--- config.mk ---
export PLATFORM = sky130hd
export DESIGN_NAME = prog_loader_flat
export DESIGN_NICKNAME = d
export VERILOG_FILES = /design/src/rtl/prog_loader_pkg.sv /design/src/rtl/prog_loader_if.sv /design/src/rtl/prog_loader_uart_rx_byte.sv /design/src/rtl/prog_loader.sv /design/src/flat_wrapper.sv
export SDC_FILE = /design/constraint.sdc
export NUM_CORES = 1
export LEC_CHECK = 0
export ABC_AREA = 1
export CORE_MARGIN = 4
export CORE_UTILIZATION = 55
export DETAILED_ROUTE_END_ITERATION = 12
export DONT_BUFFER_PORTS = 1
export HOLD_SLACK_MARGIN = 0.1
export PLACE_DENSITY = 0.81
export SETUP_SLACK_MARGIN = 0.2
export SKIP_CTS_REPAIR_TIMING = 1
export SYNTH_ARGS = -nofsm -noshare
export SYNTH_HDL_FRONTEND = slang
export SYNTH_SLANG_ARGS = --single-unit
--- constraint.sdc ---
create_clock -name clk -period 2.6 [get_ports clk]
set_input_delay 0.26 -clock clk [delete_from_list [all_inputs] [get_ports clk]]
set_output_delay 0.26 -clock clk [all_outputs]
set_load 0.01 [all_outputs]
--- src/rtl/prog_loader_pkg.sv ---
// prog_loader_pkg
//   Shared definitions for the serial program loader: the frame sync byte,
//   the loader FSM state encoding, the UART receiver state encoding and a
//   helper that decodes "frame in progress" from the loader state.
//   No ports (package).
package prog_loader_pkg;

  localparam logic [7:0] SYNC_BYTE = 8'hA5;

  typedef enum logic [2:0] {
    ST_IDLE,
    ST_LEN,
    ST_DATA,
    ST_CSUM,
    ST_RUN
  } load_state_t;

  typedef enum logic [1:0] {
    RX_IDLE,
    RX_START,
    RX_DATA,
    RX_STOP
  } rx_state_t;

  function automatic logic is_busy(input load_state_t s);
    return (s == ST_LEN) || (s == ST_DATA) || (s == ST_CSUM);
  endfunction

endpackage

--- src/rtl/prog_loader_if.sv ---
// prog_loader_if
//   Bundles the loader's serial input and its RAM/cpu-facing outputs.
//   master : the loader (consumes rx, drives RAM write bus and cpu control)
//   slave  : the surroundings (UART source, program RAM, cpu)
//   Signals: rx (UART line, idle high), ram_we (1-cycle write strobe),
//            ram_adr[7:0], ram_wdata[7:0], cpu_reset_n (0 = hold cpu),
//            busy (frame in progress), err (sticky error flag)
interface prog_loader_if;
  logic       rx;
  logic       ram_we;
  logic [7:0] ram_adr;
  logic [7:0] ram_wdata;
  logic       cpu_reset_n;
  logic       busy;
  logic       err;

  modport master (
    input  rx,
    output ram_we, ram_adr, ram_wdata, cpu_reset_n, busy, err
  );

  modport slave (
    output rx,
    input  ram_we, ram_adr, ram_wdata, cpu_reset_n, busy, err
  );
endinterface

--- src/rtl/prog_loader_uart_rx_byte.sv ---
// uart_rx_byte
//   8N1 UART byte receiver, LSB first, CLKS_PER_BIT clocks per bit.
//   Ports: clk, reset (async, active-high), rx (asynchronous serial line),
//          data[7:0] (last received byte), valid (1-cycle pulse after a good
//          stop bit), frame_err (1-cycle pulse when the stop bit reads 0).
module uart_rx_byte
  import prog_loader_pkg::*;
#(
  parameter int CLKS_PER_BIT = 16
) (
  input  logic       clk,
  input  logic       reset,
  input  logic       rx,
  output logic [7:0] data,
  output logic       valid,
  output logic       frame_err
);

  localparam int CNT_W = $clog2(CLKS_PER_BIT);
  localparam logic [CNT_W-1:0] HALF_CNT = CNT_W'(CLKS_PER_BIT / 2 - 1);
  localparam logic [CNT_W-1:0] FULL_CNT = CNT_W'(CLKS_PER_BIT - 1);

  rx_state_t        state_q, state_n;
  logic [CNT_W-1:0] cnt_q, cnt_n;
  logic [2:0]       bit_q, bit_n;
  logic [7:0]       shift_q, shift_n;
  logic             valid_q, valid_n;
  logic             ferr_q, ferr_n;
  logic             rx_s1, rx_s2, rx_prev;

  // Synchronizer and edge-history flops reset low: a line that is already low
  // when reset releases (byte in flight) never looks like a fresh 1->0 edge.
  always_ff @(posedge clk or posedge reset) begin
    if (reset) begin
      rx_s1   <= 1'b0;
      rx_s2   <= 1'b0;
      rx_prev <= 1'b0;
    end else begin
      rx_s1   <= rx;
      rx_s2   <= rx_s1;
      rx_prev <= rx_s2;
    end
  end

  always_ff @(posedge clk or posedge reset) begin
    if (reset) begin
      state_q <= RX_IDLE;
      cnt_q   <= '0;
      bit_q   <= '0;
      shift_q <= '0;
      valid_q <= 1'b0;
      ferr_q  <= 1'b0;
    end else begin
      state_q <= state_n;
      cnt_q   <= cnt_n;
      bit_q   <= bit_n;
      shift_q <= shift_n;
      valid_q <= valid_n;
      ferr_q  <= ferr_n;
    end
  end

  // Start bit is checked half a bit after the edge so that every later sample
  // lands mid-bit; a start bit that has gone high again was a glitch.
  always_comb begin
    state_n = state_q;
    cnt_n   = cnt_q + CNT_W'(1);
    bit_n   = bit_q;
    shift_n = shift_q;
    valid_n = 1'b0;
    ferr_n  = 1'b0;
    case (state_q)
      RX_IDLE: begin
        cnt_n = '0;
        if (rx_prev && !rx_s2) state_n = RX_START;
      end
      RX_START: begin
        if (cnt_q == HALF_CNT) begin
          cnt_n = '0;
          bit_n = '0;
          state_n = rx_s2 ? RX_IDLE : RX_DATA;
        end
      end
      RX_DATA: begin
        if (cnt_q == FULL_CNT) begin
          cnt_n   = '0;
          shift_n = {rx_s2, shift_q[7:1]};
          bit_n   = bit_q + 3'd1;
          if (bit_q == 3'd7) state_n = RX_STOP;
        end
      end
      RX_STOP: begin
        if (cnt_q == FULL_CNT) begin
          cnt_n   = '0;
          state_n = RX_IDLE;
          if (rx_s2) valid_n = 1'b1;
          else       ferr_n  = 1'b1;
        end
      end
      default: state_n = RX_IDLE;
    endcase
  end

  assign data      = shift_q;
  assign valid     = valid_q;
  assign frame_err = ferr_q;

endmodule

--- src/rtl/prog_loader.sv ---
// prog_loader
//   Receives a framed program over UART (A5, length L, L data bytes, 8-bit
//   sum of data) and writes it into program RAM; the cpu is held in reset
//   while loading and released only after the checksum matches.
//   Ports: clk, reset (async, active-high),
//          bus (prog_loader_if.master): rx in; ram_we, ram_adr, ram_wdata,
//          cpu_reset_n, busy, err out.
module prog_loader
  import prog_loader_pkg::*;
#(
  parameter int CLKS_PER_BIT = 16,
  parameter int ADDR_W       = 4
) (
  input  logic           clk,
  input  logic           reset,
  prog_loader_if.master  bus
);

  localparam logic [8:0] DEPTH = 9'(2 ** ADDR_W);

  logic [7:0]  rx_data;
  logic        rx_valid;
  logic        rx_frame_err;

  load_state_t state_q, state_n;
  logic [8:0]  count_q, count_n;
  logic [8:0]  idx_q, idx_n;
  logic [7:0]  sum_q, sum_n;
  logic        we_q, we_n;
  logic [7:0]  adr_q, adr_n;
  logic [7:0]  wdata_q, wdata_n;
  logic        cpu_q, cpu_n;
  logic        err_q, err_n;

  uart_rx_byte #(.CLKS_PER_BIT(CLKS_PER_BIT)) u_rx (
    .clk       (clk),
    .reset     (reset),
    .rx        (bus.rx),
    .data      (rx_data),
    .valid     (rx_valid),
    .frame_err (rx_frame_err)
  );

  always_ff @(posedge clk or posedge reset) begin
    if (reset) begin
      state_q <= ST_IDLE;
      count_q <= '0;
      idx_q   <= '0;
      sum_q   <= '0;
      we_q    <= 1'b0;
      adr_q   <= '0;
      wdata_q <= '0;
      cpu_q   <= 1'b0;
      err_q   <= 1'b0;
    end else begin
      state_q <= state_n;
      count_q <= count_n;
      idx_q   <= idx_n;
      sum_q   <= sum_n;
      we_q    <= we_n;
      adr_q   <= adr_n;
      wdata_q <= wdata_n;
      cpu_q   <= cpu_n;
      err_q   <= err_n;
    end
  end

  // A framing error aborts any frame but leaves cpu_reset_n alone, so a
  // running cpu keeps running on line noise. IDLE and RUN differ only in
  // the cpu_reset_n value they hold.
  always_comb begin
    state_n = state_q;
    count_n = count_q;
    idx_n   = idx_q;
    sum_n   = sum_q;
    we_n    = 1'b0;
    adr_n   = adr_q;
    wdata_n = wdata_q;
    cpu_n   = cpu_q;
    err_n   = err_q;
    if (rx_frame_err) begin
      err_n   = 1'b1;
      state_n = ST_IDLE;
    end else if (rx_valid) begin
      case (state_q)
        ST_IDLE, ST_RUN: begin
          if (rx_data == SYNC_BYTE) begin
            err_n   = 1'b0;
            cpu_n   = 1'b0;
            state_n = ST_LEN;
          end
        end
        ST_LEN: begin
          if (rx_data != 8'd0 && {1'b0, rx_data} <= DEPTH) begin
            count_n = {1'b0, rx_data};
            idx_n   = '0;
            sum_n   = '0;
            state_n = ST_DATA;
          end else begin
            err_n   = 1'b1;
            state_n = ST_IDLE;
          end
        end
        ST_DATA: begin
          we_n    = 1'b1;
          wdata_n = rx_data;
          adr_n   = '0;
          adr_n[ADDR_W-1:0] = idx_q[ADDR_W-1:0];
          sum_n   = sum_q + rx_data;
          idx_n   = idx_q + 9'd1;
          if (idx_q + 9'd1 == count_q) state_n = ST_CSUM;
        end
        ST_CSUM: begin
          if (rx_data == sum_q) begin
            cpu_n   = 1'b1;
            state_n = ST_RUN;
          end else begin
            err_n   = 1'b1;
            state_n = ST_IDLE;
          end
        end
        default: state_n = ST_IDLE;
      endcase
    end
  end

  assign bus.ram_we      = we_q;
  assign bus.ram_adr     = adr_q;
  assign bus.ram_wdata   = wdata_q;
  assign bus.cpu_reset_n = cpu_q;
  assign bus.err         = err_q;
  assign bus.busy        = is_busy(state_q);

endmodule

--- src/flat_wrapper.sv ---
// flat-port wrapper written by rule: the top's interface ports become plain ports
module prog_loader_flat import prog_loader_pkg::*;
#(
  parameter int CLKS_PER_BIT = 16,
  parameter int ADDR_W       = 4
)
  (clk, reset, bus_rx, bus_ram_we, bus_ram_adr, bus_ram_wdata, bus_cpu_reset_n, bus_busy, bus_err);
  prog_loader_if bus_i ();
  input  logic clk;
  input  logic reset;
  input wire logic [$bits(bus_i.rx)-1:0] bus_rx;
  output wire logic [$bits(bus_i.ram_we)-1:0] bus_ram_we;
  output wire logic [$bits(bus_i.ram_adr)-1:0] bus_ram_adr;
  output wire logic [$bits(bus_i.ram_wdata)-1:0] bus_ram_wdata;
  output wire logic [$bits(bus_i.cpu_reset_n)-1:0] bus_cpu_reset_n;
  output wire logic [$bits(bus_i.busy)-1:0] bus_busy;
  output wire logic [$bits(bus_i.err)-1:0] bus_err;
  assign bus_i.rx = bus_rx;
  assign bus_ram_we = bus_i.ram_we;
  assign bus_ram_adr = bus_i.ram_adr;
  assign bus_ram_wdata = bus_i.ram_wdata;
  assign bus_cpu_reset_n = bus_i.cpu_reset_n;
  assign bus_busy = bus_i.busy;
  assign bus_err = bus_i.err;
  prog_loader #(.CLKS_PER_BIT(CLKS_PER_BIT), .ADDR_W(ADDR_W)) u_core (.clk(clk), .reset(reset), .bus(bus_i));
endmodule
==> impl_metrics.py <==
metrics = {
    "pwr": {
        "pwr-share-clk_pct": 41.9,
        "p_leak_nw": 1.78,
        "power.density_nw_per_um2": 629,
        "power.switching_fraction_pct": 26.1,
        "power_frac_seq_pct": 48.3,
        "power_report.internal_total_w": 0.00166,
        "p_total_w": 0.00224,
        "ir_worst_vdd_uv": 531,
        "power.combinational.fraction_pct": 9.8,
        "netSwitchingPower_w": 0.000585,
    },
    "worst_hold_path": {
        "worst_hold_path_type": "reg -> reg",
    },
    "timing": {
        "finalHoldWorstSlack_ps": 359,
        "grt_setup_unrepaired": "no",
        "report.final.hold_viol_count": 0,
        "timing.setup.tns_ps": 0,
        "largest_clock_skew_in_the_final_design_ps": 7.87,
        "worst_slew_margin_rel_pct": 47.9,
        "worst-slew-pin-transition_ps": 780,
        "layout_worst_path_cycle_share_pct": 73.6,
        "max_freq_mhz": 523,
        "finalMaxSlewViolations": 0,
        "setup-violations-final": 0,
        "post_layout_worst_setup_margin_ps": 686,
        "min_period_ps": 1910,
    },
    "die": {
        "die_footprint_um2": 7250,
        "floorplan.initialDensity_pct": 58.0,
        "placeableCoreArea_um2": 5640,
        "width_of_the_die_um": 85.1,
        "core.rowCount": 27,
        "die_h_um": 85.1,
        "top_level_ports": 23,
    },
    "cts": {
        "tritoncts_num_sinks": 65,
        "clock_tree_root": "sky130_fd_sc_hd__clkbuf_8",
        "clk_pin_slew_worst_paths_ps": 80,
        "clk_latency_ps": 350,
        "cts_tree": "done",
        "number_of_buffers_inserted_during_clock_tree_synthesis": 9,
        "clk_buf_depth": 2,
        "htreeDepth": 3,
    },
    "setup_path": {
        "worstPathMaxFanout": 17,
        "timing.critical_path.slowest_stage_cell": "sky130_fd_sc_hd__dfrtp_1",
        "worstSetupEndpointType": "register",
        "worstSetupPathType": "reg -> reg",
        "critical_path.cell_chain": "ha_1 > nand2_1 > nor2_1 > inv_1 > nor2_4 > o21ai_0 > nand2_1 > o21ai_0",
        "startpoint_class": "register",
        "worst-endpoint-arrival_ps": 2110,
        "crit_path_max_incr_delay_ps": 380,
        "cp_data_required_time_ps": 2800,
    },
    "synthesis": {
        "syn-instance-count": 395,
        "synth_sequential_area_ratio_pct": 49.7,
        "synth_edf_count": 0,
        "yosys.cell_types.count": 32,
        "syn-cell-area_um2": 3270,
        "synth_ff_type": "sky130_fd_sc_hd__dfrtp_1",
        "synth_area_leader_cell": "sky130_fd_sc_hd__dfrtp_1",
        "yosysMostFrequentCell": "sky130_fd_sc_hd__nand2_1",
        "synth.top_cell.area_share_pct": 49.7,
        "flip_flop_and_latch_count_after_synthesis": 65,
        "synthTopCellsByCount": "sky130_fd_sc_hd__nand2_1, sky130_fd_sc_hd__dfrtp_1, sky130_fd_sc_hd__inv_1",
        "yosys-top-cells-area": "sky130_fd_sc_hd__dfrtp_1, sky130_fd_sc_hd__nand2_1, sky130_fd_sc_hd__o21ai_0, sky130_fd_sc_hd__inv_1, sky130_fd_sc_hd__ha_1",
        "yosysWarningCount": 0,
        "avgSynthCellArea_um2": 8.28,
        "ffs_w_async_s_r_synth_pct": 100,
    },
    "global_routing": {
        "grt_pass1_wl_um": 11100,
        "first_global_vias": 2512,
        "global_route_congestion_overflow_total": 0,
        "antenna_found_initial": 0,
        "grt_start_max_net_pins": 40,
        "total_global_routing_track_utilization_pct": 19.3,
    },
    "routing": {
        "routed_wirelength_um": 6450,
        "drc": 0,
        "drt-wirelength-per-cell_um": 13.4,
        "avgViaCountPerCell": 5.32,
        "drtPass1Iterations": 5,
        "vias": 2557,
        "dr.first_iter.drc_count": 136,
        "detail-route-antenna-nets": 0,
    },
    "job": {
        "maxCapViolCount": 0,
    },
    "final_layout": {
        "areaGrowthSynthToFinish_pct": 8.87,
        "antenna_cells": 0,
        "final_nets": 419,
        "final_layout_size_suffix_gt1_share_pct": 7.58,
    },
    "run_status": {
        "run_status": "finished, final reports clean",
    },
    "place": {
        "globalplace.congestion": 0.905,
        "portBuffers": 0,
        "place_ws_ps": 730,
        "post-dp-hpwl_um": 4490,
    },
}
==> worst max-delay path, delay by kind of cell (launching register included) <==
kind,cells,cell delay (ps)
compound gates,2,340
flops,1,380
simple gates,4,720
fa+ha+maj,1,180
buf+inv,1,150
==> area by class of cell <==
class	count	area, um2
Clock buffer	11	131
Clock inverter	5	80.1
Fill cell	474	2080
Inverter	51	191
Multi-Input combinational cell	272	1400
Sequential cell	65	1630
Tap cell	72	90.1
Timing Repair Buffer	5	42.5
==> final timing paths <==
path	to	cells after the start	slack, ps	startpoint
hold reg to reg	u_core.u_rx.rx_s2	0	360	u_core.u_rx.rx_s1
min in group asynchronous	u_core.sum_q[6]	2	510	reset
setup reg to reg	u_core.u_rx.bit_q[2]	8	690	u_core.u_rx.cnt_q[0]
setup / recovery	u_core.u_rx.bit_q[2]	8	690	u_core.u_rx.cnt_q[0]
hold / removal	u_core.u_rx.rx_s2	0	360	u_core.u_rx.rx_s1
max in group asynchronous	u_core.idx_q[7]	3	1350	reset
==> through the flow <==
| step | cells | area, um2 | util, % |
|---|---|---|---|
| global route | 481 | 3560 | 63.1 |
| detailed placement | 463 | 3330 | 59.0 |
| finish | 481 | 3560 | 63.1 |
| CTS | 479 | 3540 | 62.8 |
| floorplan | 398 | 3280 | - |
| global placement | 463 | 3330 | 59.0 |
==> logic make-up (layout without fill, tap and decap cells) <==
group                    after synthesis  after routing  share of synthesized area, %
buffers and inverters                 61             72                          7.84
flip-flops                            65             65                          49.7
AO/OA/AOI/OAI                         69             69                          11.5
XOR/XNOR                               7              7                          1.87
other                                  1              4                         0.115
AND/OR/NAND/NOR                      180            180                          24.2
adder cells (fa/ha/maj)               12             12                          4.82
==> routing by layer <==
layer  part of all wire, %  track usage, %  vias up
met5                     0               0        -
met3                   5.2            4.56        9
met1                    45            23.8     1204
li1                      -               -     1285
met2                    48            31.4       59
met4                   1.8            10.1        0
==> cell usage in the layout, fill, tap and decap left out, types with 6 or more instances in the layout <==
cell type,synthesis,final
sky130_fd_sc_hd__a21oi_1,12,12
sky130_fd_sc_hd__nand3_1,23,23
sky130_fd_sc_hd__o21ai_0,36,36
sky130_fd_sc_hd__clkbuf_8,0,9
sky130_fd_sc_hd__nor2_1,21,21
sky130_fd_sc_hd__o21ai_1,11,11
sky130_fd_sc_hd__inv_1,48,47
sky130_fd_sc_hd__nand4_1,6,6
sky130_fd_sc_hd__nand2_1,110,110
sky130_fd_sc_hd__ha_1,11,11
sky130_fd_sc_hd__dfrtp_1,65,65
==> sequential cells by signal, summed over array words and instances, names as in the netlist, named ones only <==
| register | cells |
|---|---|
| u_core.idx_q | 9 |
| u_core.bus.ram_wdata | 8 |
| u_core.count_q | 8 |
| u_core.sum_q | 8 |
| u_core.u_rx.data | 8 |
| u_core.bus.ram_adr | 4 |
| u_core.u_rx.cnt_q | 4 |
| u_core.state_q | 3 |
| u_core.u_rx.bit_q | 3 |
| u_core.bus.cpu_reset_n | 1 |
| u_core.bus.err | 1 |
| u_core.bus.ram_we | 1 |
| u_core.u_rx.frame_err | 1 |
| u_core.u_rx.rx_prev | 1 |
| u_core.u_rx.rx_s1 | 1 |
| u_core.u_rx.rx_s2 | 1 |
| u_core.u_rx.state_q | 1 |
| u_core.u_rx.valid | 1 |
==> power groups by stage <==
| stage | Sequential [W] | Clock (W) | Combinational [W] |
|---|---|---|---|
| after floorplan | 0.00109 | 0 | 0.000176 |
| after global placement | 0.00110 | 0 | 0.000208 |
| after detailed placement | 0.00110 | 0 | 0.000208 |
| after CTS | 0.00108 | 0.000943 | 0.000214 |
| after global routing | 0.00109 | 0.000990 | 0.000258 |
| final | 0.00108 | 0.000940 | 0.000219 |
No activity file was read; power rests on OpenSTA's default activity.
